File: config.mk
export PLATFORM = sky130hd
export DESIGN_NAME = viterbi_decoder
export DESIGN_NICKNAME = d
export VERILOG_FILES = /design/src/rtl/viterbi_pkg.sv /design/src/rtl/viterbi_acs.sv /design/src/rtl/viterbi_decoder.sv
export SDC_FILE = /design/constraint.sdc
export NUM_CORES = 1
export LEC_CHECK = 0
export CAP_MARGIN = 20
export CORE_UTILIZATION = 60
export CTS_BUF_LIST = sky130_fd_sc_hd__clkbuf_4 sky130_fd_sc_hd__clkbuf_8
export DETAILED_ROUTE_END_ITERATION = 7
export GPL_TIMING_DRIVEN = 0
export HOLD_SLACK_MARGIN = 0.02
export PLACE_DENSITY = 0.77
export SYNTH_ARGS = -nofsm -noshare
export SYNTH_HDL_FRONTEND = slang
export SYNTH_SLANG_ARGS = --single-unit
File: constraint.sdc
create_clock -name clk -period 9.3 [get_ports clk]
set_input_delay 1.395 -clock clk [delete_from_list [all_inputs] [get_ports clk]]
set_output_delay 1.395 -clock clk [all_outputs]
set_load 0.02 [all_outputs]
File: src/rtl/viterbi_pkg.sv
`default_nettype none
// ============================================================================
//  Module   : viterbi_pkg
//  Purpose  : Shared constants, types and helpers for the K=3, rate-1/2
//             Viterbi decoder (code generators, state index, metric init).
//  Revision : 1.0  initial release
// ============================================================================
package viterbi_pkg;

   localparam int         NUM_STATES = 4;
   // Generator taps ordered {d, s0, s1}
   localparam logic [2:0] G0 = 3'b111;
   localparam logic [2:0] G1 = 3'b101;

   // State index {s1, s0}
   typedef logic [1:0] state_idx_t;

   // Initial path metric: state 0 is certain, all others start disfavoured
   function automatic int pm_init(input int pm_w, input int idx);
      return (idx == 0) ? 0 : (1 << (pm_w - 1));
   endfunction

   // Expected code pair {G0 bit, G1 bit} for input d leaving predecessor p
   function automatic logic [1:0] branch_code(input logic d, input state_idx_t p);
      logic [2:0] taps;
      taps = {d, p[0], p[1]};
      return {^(taps & G0), ^(taps & G1)};
   endfunction

endpackage
`default_nettype wire

File: src/rtl/viterbi_acs.sv
`default_nettype none
// ============================================================================
//  Module   : viterbi_acs
//  Purpose  : Add-compare-select for one trellis state. Candidate 0 comes from
//             predecessor {0,a}, candidate 1 from {1,a}; ties pick candidate 0.
//  Revision : 1.0  initial release
// ============================================================================
module viterbi_acs #(
   parameter int PM_W = 5
) (
   input  logic [PM_W-1:0] pm0_i,
   input  logic [PM_W-1:0] pm1_i,
   input  logic [1:0]      bm0_i,
   input  logic [1:0]      bm1_i,
   output logic [PM_W:0]   pm_o,
   output logic            dec_o
);

   logic [PM_W:0] w_cand0;
   logic [PM_W:0] w_cand1;

   // Extra bit keeps the un-normalised sum from overflowing
   always_comb begin
      w_cand0 = {1'b0, pm0_i} + (PM_W+1)'(bm0_i);
      w_cand1 = {1'b0, pm1_i} + (PM_W+1)'(bm1_i);
      dec_o   = (w_cand1 < w_cand0);
      pm_o    = dec_o ? w_cand1 : w_cand0;
   end

endmodule
`default_nettype wire

File: src/rtl/viterbi_decoder.sv
`default_nettype none
// ============================================================================
//  Module   : viterbi_decoder
//  Purpose  : Serial-input K=3 rate-1/2 Viterbi decoder using register
//             exchange survivors of TB_DEPTH bits; emits one decoded bit per
//             symbol once the survivors are full.
//  Revision : 1.0  initial release
// ============================================================================
module viterbi_decoder
   import viterbi_pkg::*;
#(
   parameter int TB_DEPTH = 16,
   parameter int PM_W     = 5
) (
   input  logic clk,
   input  logic reset,
   input  logic clear,
   input  logic code_in,
   input  logic code_valid,
   output logic data_out,
   output logic valid
);

   localparam int                CNT_W   = $clog2(TB_DEPTH);
   localparam logic [CNT_W-1:0]  CNT_MAX = CNT_W'(TB_DEPTH - 1);
   localparam logic [PM_W:0]     PM_SAT  = (PM_W+1)'((1 << PM_W) - 1);

   logic [PM_W-1:0]     pm_q     [NUM_STATES];
   logic [PM_W-1:0]     pm_d     [NUM_STATES];
   logic [TB_DEPTH-1:0] surv_q   [NUM_STATES];
   logic [TB_DEPTH-1:0] surv_d   [NUM_STATES];
   logic                phase_q, phase_d;
   logic                r0_q, r0_d;
   logic [CNT_W-1:0]    cnt_q, cnt_d;
   logic                data_q, data_d;
   logic                valid_q, valid_d;

   logic [PM_W:0]       w_sum    [NUM_STATES];
   logic [TB_DEPTH-1:0] w_surv   [NUM_STATES];
   logic [PM_W:0]       w_min;
   logic [PM_W:0]       w_diff;
   state_idx_t          w_best;

   for (genvar s = 0; s < NUM_STATES; s++) begin : g_state
      // State {a,d}: predecessors are {0,a} (index a) and {1,a} (index 2+a)
      localparam int A  = s / 2;
      localparam int D  = s % 2;
      localparam int P0 = A;
      localparam int P1 = 2 + A;

      logic [1:0]          w_exp0, w_exp1;
      logic [1:0]          w_bm0, w_bm1;
      logic                w_dec;
      logic [TB_DEPTH-1:0] w_win;

      // Hamming distance between received pair and each branch label
      always_comb begin
         w_exp0 = branch_code(1'(D), state_idx_t'(P0));
         w_exp1 = branch_code(1'(D), state_idx_t'(P1));
         w_bm0  = {1'b0, r0_q ^ w_exp0[1]} + {1'b0, code_in ^ w_exp0[0]};
         w_bm1  = {1'b0, r0_q ^ w_exp1[1]} + {1'b0, code_in ^ w_exp1[0]};
      end

      viterbi_acs #(.PM_W(PM_W)) u_acs (
         .pm0_i (pm_q[P0]),
         .pm1_i (pm_q[P1]),
         .bm0_i (w_bm0),
         .bm1_i (w_bm1),
         .pm_o  (w_sum[s]),
         .dec_o (w_dec)
      );

      // Register exchange: inherit winner's history, append this state's input bit
      always_comb begin
         w_win     = w_dec ? surv_q[P1] : surv_q[P0];
         w_surv[s] = (w_win << 1) | TB_DEPTH'(D);
      end
   end

   // Next-state logic: pair bits into symbols, normalise metrics, emit decisions
   always_comb begin
      phase_d = phase_q;
      r0_d    = r0_q;
      cnt_d   = cnt_q;
      data_d  = data_q;
      valid_d = 1'b0;
      pm_d    = pm_q;
      surv_d  = surv_q;
      w_diff  = '0;

      w_min  = w_sum[0];
      w_best = '0;
      for (int i = 1; i < NUM_STATES; i++) begin
         if (w_sum[i] < w_min) begin
            w_min  = w_sum[i];
            w_best = state_idx_t'(i);
         end
      end

      if (clear) begin
         phase_d = 1'b0;
         r0_d    = 1'b0;
         cnt_d   = '0;
         data_d  = 1'b0;
         for (int i = 0; i < NUM_STATES; i++) begin
            pm_d[i]   = PM_W'(pm_init(PM_W, i));
            surv_d[i] = '0;
         end
      end else if (code_valid) begin
         if (!phase_q) begin
            r0_d    = code_in;
            phase_d = 1'b1;
         end else begin
            phase_d = 1'b0;
            for (int i = 0; i < NUM_STATES; i++) begin
               w_diff    = w_sum[i] - w_min;
               pm_d[i]   = (w_diff > PM_SAT) ? PM_SAT[PM_W-1:0] : w_diff[PM_W-1:0];
               surv_d[i] = w_surv[i];
            end
            if (cnt_q == CNT_MAX) begin
               valid_d = 1'b1;
               data_d  = w_surv[w_best][TB_DEPTH-1];
            end else begin
               cnt_d = cnt_q + 1'b1;
            end
         end
      end
   end

   // State register with asynchronous reset
   always_ff @(posedge clk or posedge reset) begin
      if (reset) begin
         phase_q <= 1'b0;
         r0_q    <= 1'b0;
         cnt_q   <= '0;
         data_q  <= 1'b0;
         valid_q <= 1'b0;
         for (int i = 0; i < NUM_STATES; i++) begin
            pm_q[i]   <= PM_W'(pm_init(PM_W, i));
            surv_q[i] <= '0;
         end
      end else begin
         phase_q <= phase_d;
         r0_q    <= r0_d;
         cnt_q   <= cnt_d;
         data_q  <= data_d;
         valid_q <= valid_d;
         pm_q    <= pm_d;
         surv_q  <= surv_d;
      end
   end

   assign data_out = data_q;
   assign valid    = valid_q;

endmodule
`default_nettype wire

==> metrics.md <==
| Metric | Value |
|---|---|
| Status | complete, but fails checks |
| Failing checks | negative setup slack |
| Num CTS Buffers | 9 |
| Core Util, Final | 77.0% |
| Fin crit period | roughly 10 ns |
| Final WS setup | -0.417 ns |
| Largest net degree at the start of global routing | 72 |
| CP startpoint | code_in |
| Fillers | 871 |
| Vias per cell | between 6 and 7 |
| Crit path capture type | flip-flop |
| Worst-Margin Slew | slightly below 1 ns |
| Final period utilization | 104% |
| Final Max Slew Viols | 0 |
| Initial DRC count | about 590 |
| Clk root buf | clkbuf_8 |
| Area growth from synthesis to layout | 22.8% |
| Final hold vios | 0 |
| Ys flop type | dfrtp_1 |
| Worst-Skew Late Latency | approximately 0.36 ns |
| Drt drc | 0 |
| Die area | 13200 um^2 |
| Critical path type | in2reg |
| Pre-Repair DR Iteration Count | 5 |
| Setup violators final | 20 |
| DR WL/cell | 21.0 um |
| GPL Wtd Cong | approximately 0.9 |
| Commonest non-fill, non-tap cell in the layout | nor2_1 |
| Number of enable flip-flop cells after synthesis | 0 |
| Vias in the first global route | approximately 7300 |
| Crit-path most repeated cell | ha_4 |
| Die X | ~110 um |
| Syn_nets | roughly 940 |
| Unrepaired setup endpoints after global routing | true |
| Startpoint of the worst register-to-register path | r0_q |
| Maxcap violations | 0 |
| Netlist cell types | 91 |
| Worst Skew | ~0.0055 ns |
| Remaining antenna violation count | 0 |
| Routed wire length | around 24000 um |
| R2r setup slk | 0.24 ns |
| Slew headroom | a little under a third |
| Placed Cells | 1054 |
| CTS max path bufs | 2 |
| Hpwl dp | 16700 um |
| Delay of the slowest cell on the worst path | ~0.50 ns |
| Synth warn | 0 |
| Dpl ws | -3.16 ns |
| Initial antenna violation count | 0 |
| Core box area | about 12000 um^2 |
| I/O pin count | 7 |
| Final antenna diode count | 0 |
| Layout cells sized above 1 | approximately a quarter |
| NumNets Final | ~1000 |
| Clk sinks | 82 |
| Fraction of registers with async set/reset | 100% |
| Die Y | 115 um |
| Worst R2R End | pm_q[4] |
| CP Launch Type | input port |
| Crit Path Max Fanout | 9 |
| Achievable Freq | approximately 100 MHz |
| Register bit total from synthesis | ~80 |
| Gr usage total | about 36% |
| Avg Inst Size Synth | between 8 and 9 um^2 |
| Worst hold path type | reg2reg |
| CTS tree | built |
| First-pass GRT wire length | 36900 um |
| Post-Syn Area | 7660 um^2 |
| Port bufs | 6 |
| Synth Instances | between 800 and 900 |
| Row Count | 40 |
| Clk slew on worst S/H paths | approximately 0.080 ns |
| Htree depth | 3 |
| Crit path required time | 9.58 ns |
| Initial Util | 62.7% |
| Layout Cells excl Fill | roughly 1100 |
| Commonest cells after routing, fill and taps aside | nor2_1 (117), dfrtp_1 (79), buf_4 (67), nand2_1 (63), mux2i_1 (59) |
| Critical path arrival | 9.99 ns |
| Setup TNS Final | -4.89 ns |
| Worst R2R Path Depth | between 40 and 50 |
| Register area share after synthesis | 26.8% |
| Critical Path End | pm_q[4] |
| Via count | 7371 |
| Slowest CP cell | nor4_1 |
| Aggregate global routing overflow | 0 |
## worst max-delay path, delay by kind of cell
| kind | cells | cell delay, ns |
|---|---|---|
| compound gates | 17 | 3.01 |
| fa+ha+maj | 10 | 2.78 |
| simple gates | 6 | 1.01 |
| buf+inv | 7 | 0.83 |
| mux | 2 | 0.57 |
| xor+xnor | 3 | 0.40 |
## Yosys cell counts, drive strengths merged (10+ instances only)
cell	instances	area, um^2
mux2	10	120
nand2b	10	62.6
nor2b	17	114
buf	10	60.1
nand3	15	75.1
a31oi	11	68.8
mux2i	67	678
ha	56	701
o21ai	23	119
inv	46	173
dfrtp	79	1980
nand2	66	250
clkbuf	41	154
nor2	121	457
a21o	10	76.3
a21oi	41	224
a211oi	50	398
a311oi	24	216
xnor2	34	305
xor2	22	208
## metal layers
layer / vias to the layer above / track usage (%) / routed length (um)
li1: 3355 / - / -
met1: 3598 / 46.2 / 9750
met2: 352 / 62.4 / 11700
met3: 66 / 4.32 / 1630
met4: 0 / 16.5 / 760
met5: - / 0 / 0
## flip-flops by register name, indices dropped and copies added (netlist names)
register and cells:
surv_q 54, pm_q 20, cnt_q 4, data_out 1
phase_q 1, r0_q 1, valid 1
## how the worst min path moves through the flow
stage | start | end | slack (ns) | depth (start not counted)
floorplan | surv_q[0] | surv_q[0] | 0.47 | 2
global placement | surv_q[0] | surv_q[0] | 0.49 | 2
detailed placement | surv_q[0] | surv_q[0] | 0.50 | 2
CTS | surv_q[17] | surv_q[17] | 0.53 | 2
global route | surv_q[0] | surv_q[17] | 0.56 | 2
finish | surv_q[17] | surv_q[17] | 0.53 | 2
## cells by family (layout without fill, tap and decap cells)
kind of cell / count (synthesis) / in the layout / share of synthesized area [%]
xor+xnor: 56 / 56 / 6.70
mux: 77 / 77 / 10.4
fa+ha+maj: 69 / 69 / 11.4
buf+inv: 97 / 185 / 5.05
simple gates: 266 / 266 / 15.7
compound gates: 232 / 232 / 23.9
flops: 82 / 82 / 26.8
## through the flow
stage          hold slack, ns  cell area [um^2]
2_1_floorplan           0.466              7970
4_1_cts                 0.535              9110
5_1_grt                 0.563              9410
3_5_place_dp            0.497              8270
3_3_place_gp            0.486              8240
6_report                0.534              9410
## area by class of cell
cell class | count | area [um^2] | share of cell area (%)
clock buffers | 14 | 180 | 1.91
clock inverters | 2 | 12.5 | 0.133
plain buffers | 50 | 245 | 2.61
flip-flops and latches | 82 | 2060 | 21.8
repair buffers | 73 | 601 | 6.38
well taps | 168 | 210 | 2.23
inverters | 46 | 181 | 1.93
multi-input cells | 700 | 5920 | 63.0
## timing repair
action | CTS | global route
pin swaps | 39 | 29
buffers inserted | 52 | 15
hold endpoints to repair | 0 | 0
endpoints found under the setup margin | 21 | 20
hold buffers | 0 | 0
resized for setup | 61 | 32
Power is not shown: default switching activity piles up to over one toggle a cycle in this logic, so the estimate is an artifact.
